### config.mk
export PLATFORM = sky130hd
export DESIGN_NAME = mem_copy_engine
export DESIGN_NICKNAME = d
export VERILOG_FILES = /design/src/rtl/mem_copy_pkg.sv /design/src/rtl/mem_copy_ctr.sv /design/src/rtl/mem_copy_engine.sv
export SDC_FILE = /design/constraint.sdc
export NUM_CORES = 1
export LEC_CHECK = 0
export CAP_MARGIN = 40
export CORE_ASPECT_RATIO = 0.75
export CORE_MARGIN = 10
export CORE_UTILIZATION = 51
export CTS_CLUSTER_SIZE = 12
export DETAILED_ROUTE_END_ITERATION = 8
export PLACE_DENSITY = 0.92
export SLEW_MARGIN = 20
export SYNTH_ARGS = -nofsm -noshare
export SYNTH_HDL_FRONTEND = slang
export SYNTH_HIERARCHICAL = 1
export SYNTH_SLANG_ARGS = --single-unit
### constraint.sdc
create_clock -name Clk -period 5.9 [get_ports Clk]
set_clock_uncertainty 0.05 [all_clocks]
set_input_delay 1.475 -clock Clk [delete_from_list [all_inputs] [get_ports Clk]]
set_output_delay 1.475 -clock Clk [all_outputs]
set_load 0.005 [all_outputs]
### src/rtl/mem_copy_pkg.sv
// Shared types and default widths for the memory copy engine.
package mem_copy_pkg;

  localparam int unsigned DATA_W = 8;
  localparam int unsigned ADDR_W = 8;

  typedef enum logic [1:0] {
    StIdle  = 2'd0,
    StRead  = 2'd1,
    StWrite = 2'd2,
    StDone  = 2'd3
  } state_e;

endpackage

### src/rtl/mem_copy_ctr.sv
// Loadable up-counter with a terminal-value compare, used as the copy byte index.
module mem_copy_ctr #(
  parameter int unsigned Width = 8
) (
  input  logic             Clk,
  input  logic             Reset,
  input  logic             load_i,
  input  logic [Width-1:0] load_val_i,
  input  logic             inc_i,
  input  logic [Width-1:0] term_i,
  output logic [Width-1:0] count_o,
  output logic             at_term_o
);

  logic [Width-1:0] count_q;

  always_ff @(posedge Clk) begin
    if (Reset) begin
      count_q <= '0;
    end else if (load_i) begin
      count_q <= load_val_i;
    end else if (inc_i) begin
      count_q <= count_q + Width'(1);
    end
  end

  assign count_o   = count_q;
  assign at_term_o = (count_q == term_i);

endmodule

### src/rtl/mem_copy_engine.sv
// Memory front end: CPU pass-through when idle, byte-wise block copy when started.
// Optional block fill mode is enabled by defining MEM_COPY_FILL_EN.
module mem_copy_engine
  import mem_copy_pkg::*;
#(
  parameter int unsigned W = DATA_W,
  parameter int unsigned A = ADDR_W
) (
  input  logic         Clk,
  input  logic         Reset,
`ifdef MEM_COPY_FILL_EN
  input  logic         Fill,
  input  logic [W-1:0] FillValue,
`endif
  input  logic         Start,
  input  logic [A-1:0] SrcAddr,
  input  logic [A-1:0] DstAddr,
  input  logic [A-1:0] Len,
  output logic         Busy,
  output logic         Done,
  input  logic         CpuWriteEn,
  input  logic [A-1:0] CpuAddr,
  input  logic [W-1:0] CpuDataIn,
  output logic [W-1:0] CpuDataOut,
  output logic         MemWriteEn,
  output logic [A-1:0] MemAddress,
  output logic [W-1:0] MemDataIn,
  input  logic [W-1:0] MemDataOut
);

  state_e state_q, state_d;

  logic [A-1:0] src_q, dst_q, len_q;
  logic [W-1:0] hold_q;
  logic [A-1:0] idx;
  logic         idx_last;
  logic         idx_load, idx_inc;
  logic         start_go;

  state_e       first_st;
  state_e       loop_st;
  logic [W-1:0] wr_data;

  assign start_go = (state_q == StIdle) && Start;

`ifdef MEM_COPY_FILL_EN
  logic         fill_q;
  logic [W-1:0] fill_val_q;

  // Fill mode skips the read phase entirely.
  assign first_st = Fill ? StWrite : StRead;
  assign loop_st  = fill_q ? StWrite : StRead;
  assign wr_data  = fill_q ? fill_val_q : hold_q;
`else
  assign first_st = StRead;
  assign loop_st  = StRead;
  assign wr_data  = hold_q;
`endif

  mem_copy_ctr #(
    .Width(A)
  ) u_idx_ctr (
    .Clk       (Clk),
    .Reset     (Reset),
    .load_i    (idx_load),
    .load_val_i('0),
    .inc_i     (idx_inc),
    .term_i    (len_q - A'(1)),
    .count_o   (idx),
    .at_term_o (idx_last)
  );

  always_ff @(posedge Clk) begin
    if (Reset) begin
      state_q    <= StIdle;
      src_q      <= '0;
      dst_q      <= '0;
      len_q      <= '0;
      hold_q     <= '0;
`ifdef MEM_COPY_FILL_EN
      fill_q     <= 1'b0;
      fill_val_q <= '0;
`endif
    end else begin
      state_q <= state_d;
      if (start_go) begin
        src_q      <= SrcAddr;
        dst_q      <= DstAddr;
        len_q      <= Len;
`ifdef MEM_COPY_FILL_EN
        fill_q     <= Fill;
        fill_val_q <= FillValue;
`endif
      end
      if (state_q == StRead) begin
        hold_q <= MemDataOut;
      end
    end
  end

  always_comb begin
    state_d    = state_q;
    Busy       = 1'b1;
    Done       = 1'b0;
    MemWriteEn = 1'b0;
    MemAddress = CpuAddr;
    MemDataIn  = wr_data;
    CpuDataOut = '0;
    idx_load   = 1'b0;
    idx_inc    = 1'b0;

    unique case (state_q)
      StIdle: begin
        Busy       = 1'b0;
        MemWriteEn = CpuWriteEn;
        MemAddress = CpuAddr;
        MemDataIn  = CpuDataIn;
        CpuDataOut = MemDataOut;
        if (Start) begin
          idx_load = 1'b1;
          state_d  = (Len == '0) ? StDone : first_st;
        end
      end
      StRead: begin
        MemAddress = src_q + idx;
        state_d    = StWrite;
      end
      StWrite: begin
        MemAddress = dst_q + idx;
        MemWriteEn = 1'b1;
        if (idx_last) begin
          state_d = StDone;
        end else begin
          idx_inc = 1'b1;
          state_d = loop_st;
        end
      end
      StDone: begin
        Done    = 1'b1;
        state_d = StIdle;
      end
      default: state_d = StIdle;
    endcase
  end

endmodule
# [Yosys cells after proc, flatten, opt, wreduce, memory -nomap -nowiden]
# Index checks and enable logic that the tools add are counted.
[word_totals] output_inout_bits=27 reg_bits=42 input_bits=52
[classes] mux=14 n_addsub=4 reduce_logical=4 eq_ne=5
[ops] operator="adder 8 bit" n=2
[ops] operator="2-to-1 mux 8 bit" n=2
[ops] operator="one-hot mux 8 bit (2 select lines)" n=1
[ops] operator="adder 8 x 1 -> 8 bit (second input constant)" n=1
[ops] operator="equality test 8 bit" n=1
[ops] operator="zero test 8 bit" n=1
[ops] operator="one-hot mux 2 bit (4 select lines)" n=1
[ops] operator="subtractor 8 x 1 -> 8 bit (second input constant)" n=1
[ops] operator="2-to-1 mux 1 bit" n=6
[ops] operator="2-to-1 mux 2 bit" n=3
[ops] operator="equality test 2 bit (second input constant)" n=2
[ops] operator="equality test 2 x 1 -> 1 bit (second input constant)" n=1
[ops] operator="zero test 2 bit" n=1
[ops] operator="!= test 2 bit (second input constant)" n=1
[ops] operator="one-hot mux 1 bit (2 select lines)" n=1
[ops] operator="OR reduction 2 bit" n=1
[ops] operator="logical AND 1 bit" n=1

# [Logic depth before layout (Yosys ltp)]
# Gate-level depths: netlist of run 1.
[logic_depth] depth_word=4 depth_mapped=13 mapped_depth_nobuf=12

# [By module]
# The synthesis of run 1 kept the hierarchy.
[by_module_without_submodules] mod="mem_copy_engine" n_inst=1 area_each_um2=2082.0 cells_per_inst=253
[by_module_without_submodules] mod="mem_copy_ctr" n_inst=1 area_each_um2=553.0 cells_per_inst=65

# [Worst setup path after synthesis of run 1]
# Ideal clock, no wire load.
[synth_path] path_kind="flip-flop to output port" from="reg state_q[0]" to="out MemAddress[4]" n_path_buf=1 path_stages_with_launch=11 path_slack_ps=1871 arrival_time_ps=2504 t_required_ps=4375 path_cell_list="dfxtp_1 -> inv_1 -> ha_1 -> buf_1 -> mux2_2 -> ha_1 -> fa_1 -> a21oi_1 -> o21bai_1 -> xnor2_1 -> mux2_2"
[synth_between] elab_chain_cells=2 word_cells_on_any_way=3
[synth_rtl] item="start, declared" line_no="mem_copy_engine.sv:31" rtl="state_e state_q, state_d;"
[synth_rtl] item="start signal, assigned" line_no="mem_copy_engine.sv:75" rtl="state_q <= StIdle;"
[synth_rtl] item="start signal, assigned" line_no="mem_copy_engine.sv:85" rtl="state_q <= state_d;"
[synth_rtl] item="equality test 2 bit or equality test 2 x 1 -> 1 bit (tied branches)" line_no="mem_copy_engine.sv:112" rtl="unique case (state_q)"
[synth_rtl] item="one-hot mux 8 bit (2 select lines) (*)" line_no="mem_copy_engine.sv:112"
[synth_rtl] item="end, declared" line_no="mem_copy_engine.sv:26" rtl="output logic [A-1:0] MemAddress,"
# Every way passes the cells marked *; elsewhere a longest branch is shown, timed or not.

# [Worst setup path in the final report of run 1]
# Ends and elaborated chain as after synthesis.

==> results of run 1 <==
==> kinds of logic (layout without fill, tap and decap cells) <==
group | after synthesis | in the layout
adders and majority gates | 15 | 15
buffers and inverters | 35 | 106
muxes | 31 | 31
DFF | 42 | 42
and+or+nand+nor | 111 | 111
other | 1 | 8
AOI/OAI and AO/OA | 62 | 62
xor gates and xnor gates | 21 | 21
==> report_power, final <==
group          switching, mW  internal [mW]  leakage [nW]  total (mW)
clock                  0.103          0.125        0.0579       0.228
combinational          0.152          0.192          1.03       0.343
sequential            0.0316          0.311         0.345       0.342
==> sequential cells by signal, indices dropped and copies added, names as in the netlist <==
signal and cells:
len_q 8, u_idx_ctr/count_o 8, dst_q 8, state_q 2
hold_q 8, src_q 8
==> layout by cell type (no fill, tap or decap), types with 3 or more instances in the layout <==
cell                              instances
sky130_fd_sc_hd__clkdlybuf4s50_1         78
sky130_fd_sc_hd__nand2_1                 52
sky130_fd_sc_hd__dfxtp_1                 42
sky130_fd_sc_hd__a21oi_1                 33
sky130_fd_sc_hd__mux2_2                  20
sky130_fd_sc_hd__nor2_1                  20
sky130_fd_sc_hd__inv_1                   16
sky130_fd_sc_hd__ha_1                    14
sky130_fd_sc_hd__xnor2_1                 12
sky130_fd_sc_hd__mux2i_1                 11
sky130_fd_sc_hd__xor2_1                   9
sky130_fd_sc_hd__and2_1                   9
sky130_fd_sc_hd__conb_1                   8
sky130_fd_sc_hd__nand4_1                  5
sky130_fd_sc_hd__o21a_1                   5
sky130_fd_sc_hd__clkbuf_8                 5
sky130_fd_sc_hd__nor3_1                   4
sky130_fd_sc_hd__nand3_1                  4
sky130_fd_sc_hd__a211oi_1                 4
sky130_fd_sc_hd__a21o_1                   3
sky130_fd_sc_hd__nand2b_1                 3
sky130_fd_sc_hd__o2111ai_1                3
==> final cells by class <==
cell class | instances | area, um2
fill | 394 | 1374
multi-input combinational | 248 | 1682
clock buffer | 5 | 68.82
inverter | 17 | 63.81
timing repair buffer | 81 | 810.8
tap | 60 | 75.07
clock inverter | 3 | 40.04
sequential | 42 | 840.8
==> through the flow <==
stage	setup slack (ns)	utilization
5_1_grt	0.7714	0.7227
4_1_cts	0.9567	0.7197
6_report	0.9551	0.7227
2_1_floorplan	1.871	-
3_5_place_dp	1.305	0.6977
3_3_place_gp	1.388	0.6977
==> per-layer routing <==
metal	track usage	share of wire	up-vias
met1	0.2129	0.42	1193
met2	0.3215	0.51	68
met4	0.06787	0.015	0
li1	-	-	1239
met3	0.04315	0.058	9
met5	0	0	-
==> worst reg2reg max path: stages, from the launching register on <==
cell,delay (ns)
sky130_fd_sc_hd__dfxtp_1,0.37
sky130_fd_sc_hd__or4_4,0.59
sky130_fd_sc_hd__nor2_1,0.14
sky130_fd_sc_hd__xor2_1,0.23
sky130_fd_sc_hd__xnor2_1,0.10
sky130_fd_sc_hd__nand4_1,0.10
sky130_fd_sc_hd__nor2_1,0.07
sky130_fd_sc_hd__nor2b_1,0.46
sky130_fd_sc_hd__nand2_1,0.21
sky130_fd_sc_hd__o21a_1,0.23
sky130_fd_sc_hd__o31a_1,0.23
==> path summary, 6_finish.rpt <==
kind,endpoint,slack [ns]
min,dst_q[7]$_SDFFE_PP0P_,0.41
max reg2reg,u_idx_ctr/count_o[6]$_SDFFE_PP0P_,3.03
min reg2reg,dst_q[7]$_SDFFE_PP0P_,0.41
max,MemAddress[4],0.96
==> cell usage after synthesis (4+ instances only) <==
library cell | number | area, um2
sky130_fd_sc_hd__a211oi_1 | 4 | 30.03
sky130_fd_sc_hd__a21oi_1 | 33 | 165.2
sky130_fd_sc_hd__and2_1 | 9 | 56.30
sky130_fd_sc_hd__buf_2 | 6 | 30.03
sky130_fd_sc_hd__clkbuf_1 | 9 | 33.78
sky130_fd_sc_hd__dfxtp_1 | 42 | 840.8
sky130_fd_sc_hd__ha_1 | 14 | 175.2
sky130_fd_sc_hd__inv_1 | 16 | 60.06
sky130_fd_sc_hd__mux2_2 | 20 | 225.2
sky130_fd_sc_hd__mux2i_1 | 11 | 110.1
sky130_fd_sc_hd__nand2_1 | 52 | 195.2
sky130_fd_sc_hd__nand3_1 | 4 | 20.02
sky130_fd_sc_hd__nand4_1 | 5 | 31.28
sky130_fd_sc_hd__nor2_1 | 20 | 75.07
sky130_fd_sc_hd__nor3_1 | 4 | 20.02
sky130_fd_sc_hd__o21a_1 | 5 | 37.54
sky130_fd_sc_hd__xnor2_1 | 12 | 105.1
sky130_fd_sc_hd__xor2_1 | 9 | 78.83
==> impl_summary.md, run 1 <==
Global routing
The aggregate global routing overflow is 0. Entering global routing, the biggest net connects 37 pins. The global-route wire length before repair is 12.36 mm. The overall routing resource usage is 0.1827. The number of antenna violations at the first check in global routing is 0. The number of global-route vias before repair came to 2531.

Setup path
The worst-path maximum fanout is 12. STA classifies the critical path endpoint as an output port. The path length in cells of the critical path is 10.

The critical path launch point type is a flip-flop. The start point of the critical path is state_q[0]$_SDFFE_PP0P_. Traced cell by cell, the critical path runs through inv_1 > ha_1 > mux2_2 > ha_1 > fa_1 > a21oi_1 > o21bai_1 > xnor2_1 > mux2_2 > clkdlybuf4s50_1.

The worst path required time is around 4.4 ns. Among cell families on the critical path, the largest total delay comes from adder cells. Data arrives at the worst endpoint at between 3 and 4 ns.

The worst-case reg-to-reg path depth is 10. The largest single stage delay on the critical path is 0.50 ns. The slowest stage of the critical path belongs to the cell sky130_fd_sc_hd__ha_1. The startpoint identified for the worst register-to-register timing path is len_q[2]$_SDFFE_PP0P_.

The worst setup path is of the reg -> out kind. The buffering stage count on the worst path with inverters included is 2.

Clocking
The insertion delay of the later-clocked pin in the worst-skew pair is around 0.3 ns. The CTS tree is built. Clock tree synthesis found a total of 42 sinks. Once the clock tree was built, the setup fixing pass inserted 0 buffers.

The H-tree generated during clock tree synthesis spans 2 levels. The clock buffer count from CTS is 5. The number of buffers added to fix hold violations after cts is 0. After clock tree synthesis, the clock-pin slew on the worst setup and hold paths is 0.09 ns.

No sink is reached through more buffers than the 2 on the longest clock path. Once the clock tree was built, the resizer swapped 0 gates to a different size. CTS placed an instance of sky130_fd_sc_hd__clkbuf_8 at the clock tree root.

STA
In the finished design, the share of the clock period the worst path needs comes to 0.8381. The number of hold-slack violations in the final timing report is 0. The count of final max-slew check failures is 0.

Setup repair after global routing left no endpoint under its margin. The remaining max-slew budget at the tightest pin is 0.4576. The clock period minus worst slack is slightly below 5 ns. Timing would allow up to 202.2 MHz. Setup violations remaining at the end of the flow were counted as 0.

The actual slew at the worst max-slew pin is 0.8136 ns. After routing, the total negative slack on setup checks comes to 0 ns. Across all hold checks on the routed design, the worst slack comes to a little over 0.4 ns.

Job
Across the run, the number of max-cap violations was 0.

Power and ir drop
The worst IR drop on VDD is 0.1168 mV. For this design the ratio of total power to cell area is 255.2 nW/um2. Summing internal, switching and leakage power gives 0.9138 mW. The leakage power is 1.433 nW.

Floorplanning
The height of the die is just over 80 um. In this run the count of I/O pins placed on the die edge is between 70 and 80. The x dimension of the die is 103 um. The floorplan row count is 22.

The core region area is 4955 um2. The floorplan die area is 8472 um2. The starting density of the core is 0.5318.

Synth
Among all flip-flop cells after synthesis, the most frequent one is sky130_fd_sc_hd__dfxtp_1. The combinational family with the most area after synthesis is simple AND/OR/NAND/NOR gates. The post-synthesis cell area is approximately 2600 um2. The number of enable flip-flop cells after synthesis is 0.

Of the total synthesized cell area, the portion taken by full adders, half adders and majority gates is 0.07407. The complex-gate fraction of the synthesized area is 0.1505. Of all flip-flops after synthesis, the portion carrying an async set or reset was 0.

After synthesis, the netlist uses 46 different library cells. Synthesis inferred 42 register bits. Of the total synthesized cell area, the portion taken by AND, OR, NAND and NOR gates is 0.2051. The post-synthesis average cell area is 8.286 um2. The Yosys step of the flow raised 6 warnings.

The number of cells produced by synthesis is 318. The part of the Yosys area used for sequential elements is 0.3191. The xor-xnor portion of the synthesized cell area is 0.06980. Of the post-synthesis cell area, the part taken by muxes is 0.1273.

Routing
The average wire length per cell after detail routing is between 15 and 20 um. The final routed DRC violation total is 0. The total number of vias is 2509. After the first detailed-routing iteration, the DRC count stood at 164. The first TritonRoute pass finished after 4 iterations. In this run the remaining antenna-violating nets after routing total 0. The wire length after detailed routing is around 7.6 mm. The average via count per standard cell is 5.502.

Finish
The post-route standard cell area excluding fillers is 3581 um2. At the end of the flow, the number of nets in the layout was 462. The fraction of final layout cells sized beyond drive strength 1 is 0.08838.

The relative area change from synthesis to final layout is 35.90%. The final cell count without fillers is around 460. The number of antenna diodes in the final layout is 0.

Hold path
The hold path depth is 2. The type of the most critical hold path is reg -> reg. In this run the most critical hold path is launched from dst_q[7]$_SDFFE_PP0P_.

Placement
The routability congestion estimate from global placement is 0.8181. In this run, placement finished with an instance count of between 400 and 500. Once placement finished, the instance area stood at 3457 um2.

The count of input and output buffers is 78. The HPWL after detailed placement is 5.741 mm.

Outcome
The flow ran to the end, and the final reports show no timing, DRC or antenna violations.
Power figures use the tool's default switching activity.
==> run 2, diff against run 1 <==
Settings changed: CORE_UTILIZATION 51 to 43, PLACE_DENSITY 0.92 to 0.83.
Clock period 5.9 ns to 4.46 ns, I/O delays scaled along.
==> run 2 against run 1 <==
  * Clock power increased by 7%
  * First-iteration DRC count is 62% lower
  * Die area rose by 14%
  * Worst setup slack worse by 0.76 ns
  * Final cell count up 4.6%
  * Worst hold slack worse by 0.0050 ns
  * Non-clock buffer count up 3
  * Largest cell class unchanged
  * Count of clock-buffer cells in the layout up 1
  * Wire length decreased by 3.1%
  * Via count down 3.8%
==> impl_summary.md, run 2 (synthesis gave the netlist of run 1 again) <==
STA
Setup repair after global routing left no endpoint under its margin. In this run the tightest slew margin relative to its limit is 0.4942. The final count of negative-setup-slack endpoints is 0. The clock period minus worst slack is about 4.3 ns. The count of final max-slew check failures came to 0. The actual slew at the worst max-slew pin is 0.7587 ns. For this run, the top clock speed supported by timing is between 200 and 250 MHz. The number of hold-slack violations in the final timing report is 0.

The final cycle utilization of the critical path is 0.9555. The final-layout setup total negative slack is 0 ns.

Clocking
The TritonCTS sink count is 42. The CTS tree is built. The root buffer cell chosen for the clock tree is sky130_fd_sc_hd__clkbuf_8.

The clock buffer count from CTS is 5. Post-CTS timing repair inserted 0 buffers for setup. The clock slew at the register clock pins of the worst setup and hold paths is 0.07 ns. The number of H-tree branching levels is 2. The largest buffer count on any clock path is 2. The later pin in the worst-skew pair is clocked with a latency of 0.30 ns.

Placement
The placed cell area is between 3000 and 4000 um2. The routability congestion estimate from global placement is 0.9245. The count of buffers added on input and output ports is 78. The estimated wirelength of the detail-placed design is 5.844 mm.

Routing
The first-pass detailed-route iteration total is 4. The final route contains 2414 vias. The final routed DRC violation total is 0. The average wire length per cell after detail routing is 15.36 um. The antenna violation net count after detailed routing is 0. The wire length after detailed routing is 7.326 mm. In this run, the number of DRC markers left after iteration 0 of detailed routing was 63. The average via count per standard cell is 5.061.

Setup path
The worst setup path is launched from a flip-flop. Data arrives at the worst endpoint at 3.10 ns. The worst path required time is 3.29 ns. The critical path is of the reg -> out type. The worst-path maximum fanout is 7. The worst setup path is captured at an output port. The setup check on the worst reg-to-reg path leaves a slack of 1.67 ns.

Finish
The library cells used most frequently in the layout, excluding fill and tap cells, are sky130_fd_sc_hd__clkdlybuf4s50_1, sky130_fd_sc_hd__nand2_1, sky130_fd_sc_hd__dfxtp_1, sky130_fd_sc_hd__a21oi_1. For this run, the share of the core covered by cells in the final layout is 0.6144. The relative area change from synthesis to final layout is 37.23%.

In the final layout, the share of cells above drive strength 1 is 0.09524. After routing the design area is 3616 um2. The number of inserted diodes is 0. Counting the fill cells in the layout gives 538. In the final design database the tool counted 465 nets. The library cell used most frequently in the layout, excluding fill and tap cells, is sky130_fd_sc_hd__clkdlybuf4s50_1.

Global routing
The total overflow left after global routing is 0. The maximum number of pins on one net before global-route repair is 26. The number of antenna violations at the first check in global routing came to 0. The number of global-route vias before repair is 2475.

The overall routing resource usage is 0.1548. The first global-routing pass estimated 12.13 mm of wire.

Job
The tool flagged a number of max-cap violations equal to 0.

Floorplanning
The initial utilization of the core area, before any placement, comes to 0.4477. The region available for standard cell placement spans 5886 um2. The count of pins on the block boundary is 79. Row generation in the floorplan step produced 24 rows. The x dimension of the die is 110.4 um. The floorplan step defined a die boundary enclosing 9692 um2. The height of the die is ~88 um.

Outcome
The flow ran to the end, and the final reports show no timing, DRC or antenna violations.

Power and ir drop
Summed over all cells, the static leakage comes to 1.435 nW. IR analysis of the VDD net gives a maximum drop of between 0.15 and 0.2 mV. Power spread over the standard cell area amounts to 318.4 nW/um2. The final total power is 1.151 mW.

Hold path
The tightest min-delay check is of the reg -> reg type.
[run 2: power by group]
group	total (mW)	leakage (nW)	switching [mW]	internal, mW
combinational	0.456	1.04	0.200	0.256
clock	0.244	0.0452	0.133	0.110
sequential	0.451	0.345	0.0401	0.411
[run 2: worst paths after layout]
check                                        startpoint                           endpoint  cells after the start
worst min-delay path              dst_q[1]$_SDFFE_PP0P_              dst_q[1]$_SDFFE_PP0P_                      2
worst max-delay path            state_q[0]$_SDFFE_PP0P_                      MemAddress[4]                     10
worst min register to register    dst_q[1]$_SDFFE_PP0P_              dst_q[1]$_SDFFE_PP0P_                      2
worst max register to register    len_q[2]$_SDFFE_PP0P_  u_idx_ctr/count_o[6]$_SDFFE_PP0P_                     10
[run 2: stage by stage]
step                      instances  setup WS, ns  hold slack (ns)
after floorplan                 325        0.7907           0.3829
after global placement          468        0.4420           0.3919
after detailed placement        468        0.3964           0.4033
after CTS                       476       0.05334           0.4084
after global routing            477       0.06012           0.4384
final                           477        0.1983           0.4062
[run 2: what timing repair did]
item / 4_1_cts / 5_1_grt
resized for setup: 0 / 2
hold buffers: 0 / 0
setup endpoints to repair: 0 / 3
[run 2: layout make-up]
type | count | area, um2 | area share
clock buffers | 6 | 72.57 | 0.02007
clock inverters | 2 | 13.76 | 0.003806
inverters | 17 | 63.81 | 0.01765
multi-input cells | 248 | 1694 | 0.4685
flip-flops and latches | 42 | 840.8 | 0.2325
well taps | 78 | 97.59 | 0.02699
repair buffers | 84 | 833.3 | 0.2304
[run 2: worst max-delay path, cell delays in order (launching register included)]
cell	delay [ns]
sky130_fd_sc_hd__dfxtp_1	0.34
sky130_fd_sc_hd__inv_1	0.12
sky130_fd_sc_hd__ha_4	0.20
sky130_fd_sc_hd__mux2_2	0.34
sky130_fd_sc_hd__ha_1	0.22
sky130_fd_sc_hd__fa_1	0.42
sky130_fd_sc_hd__a21oi_1	0.21
sky130_fd_sc_hd__o21bai_1	0.11
sky130_fd_sc_hd__xnor2_1	0.14
sky130_fd_sc_hd__mux2_2	0.26
sky130_fd_sc_hd__clkdlybuf4s50_1	0.45
[run 2: layer usage]
metal,wire length (um),vias up,track usage
met1,3322,1114,0.1853
met5,0,-,0
met2,3567,47,0.2703
li1,-,1241,-
met4,107,0,0.04773
met3,329,12,0.03302
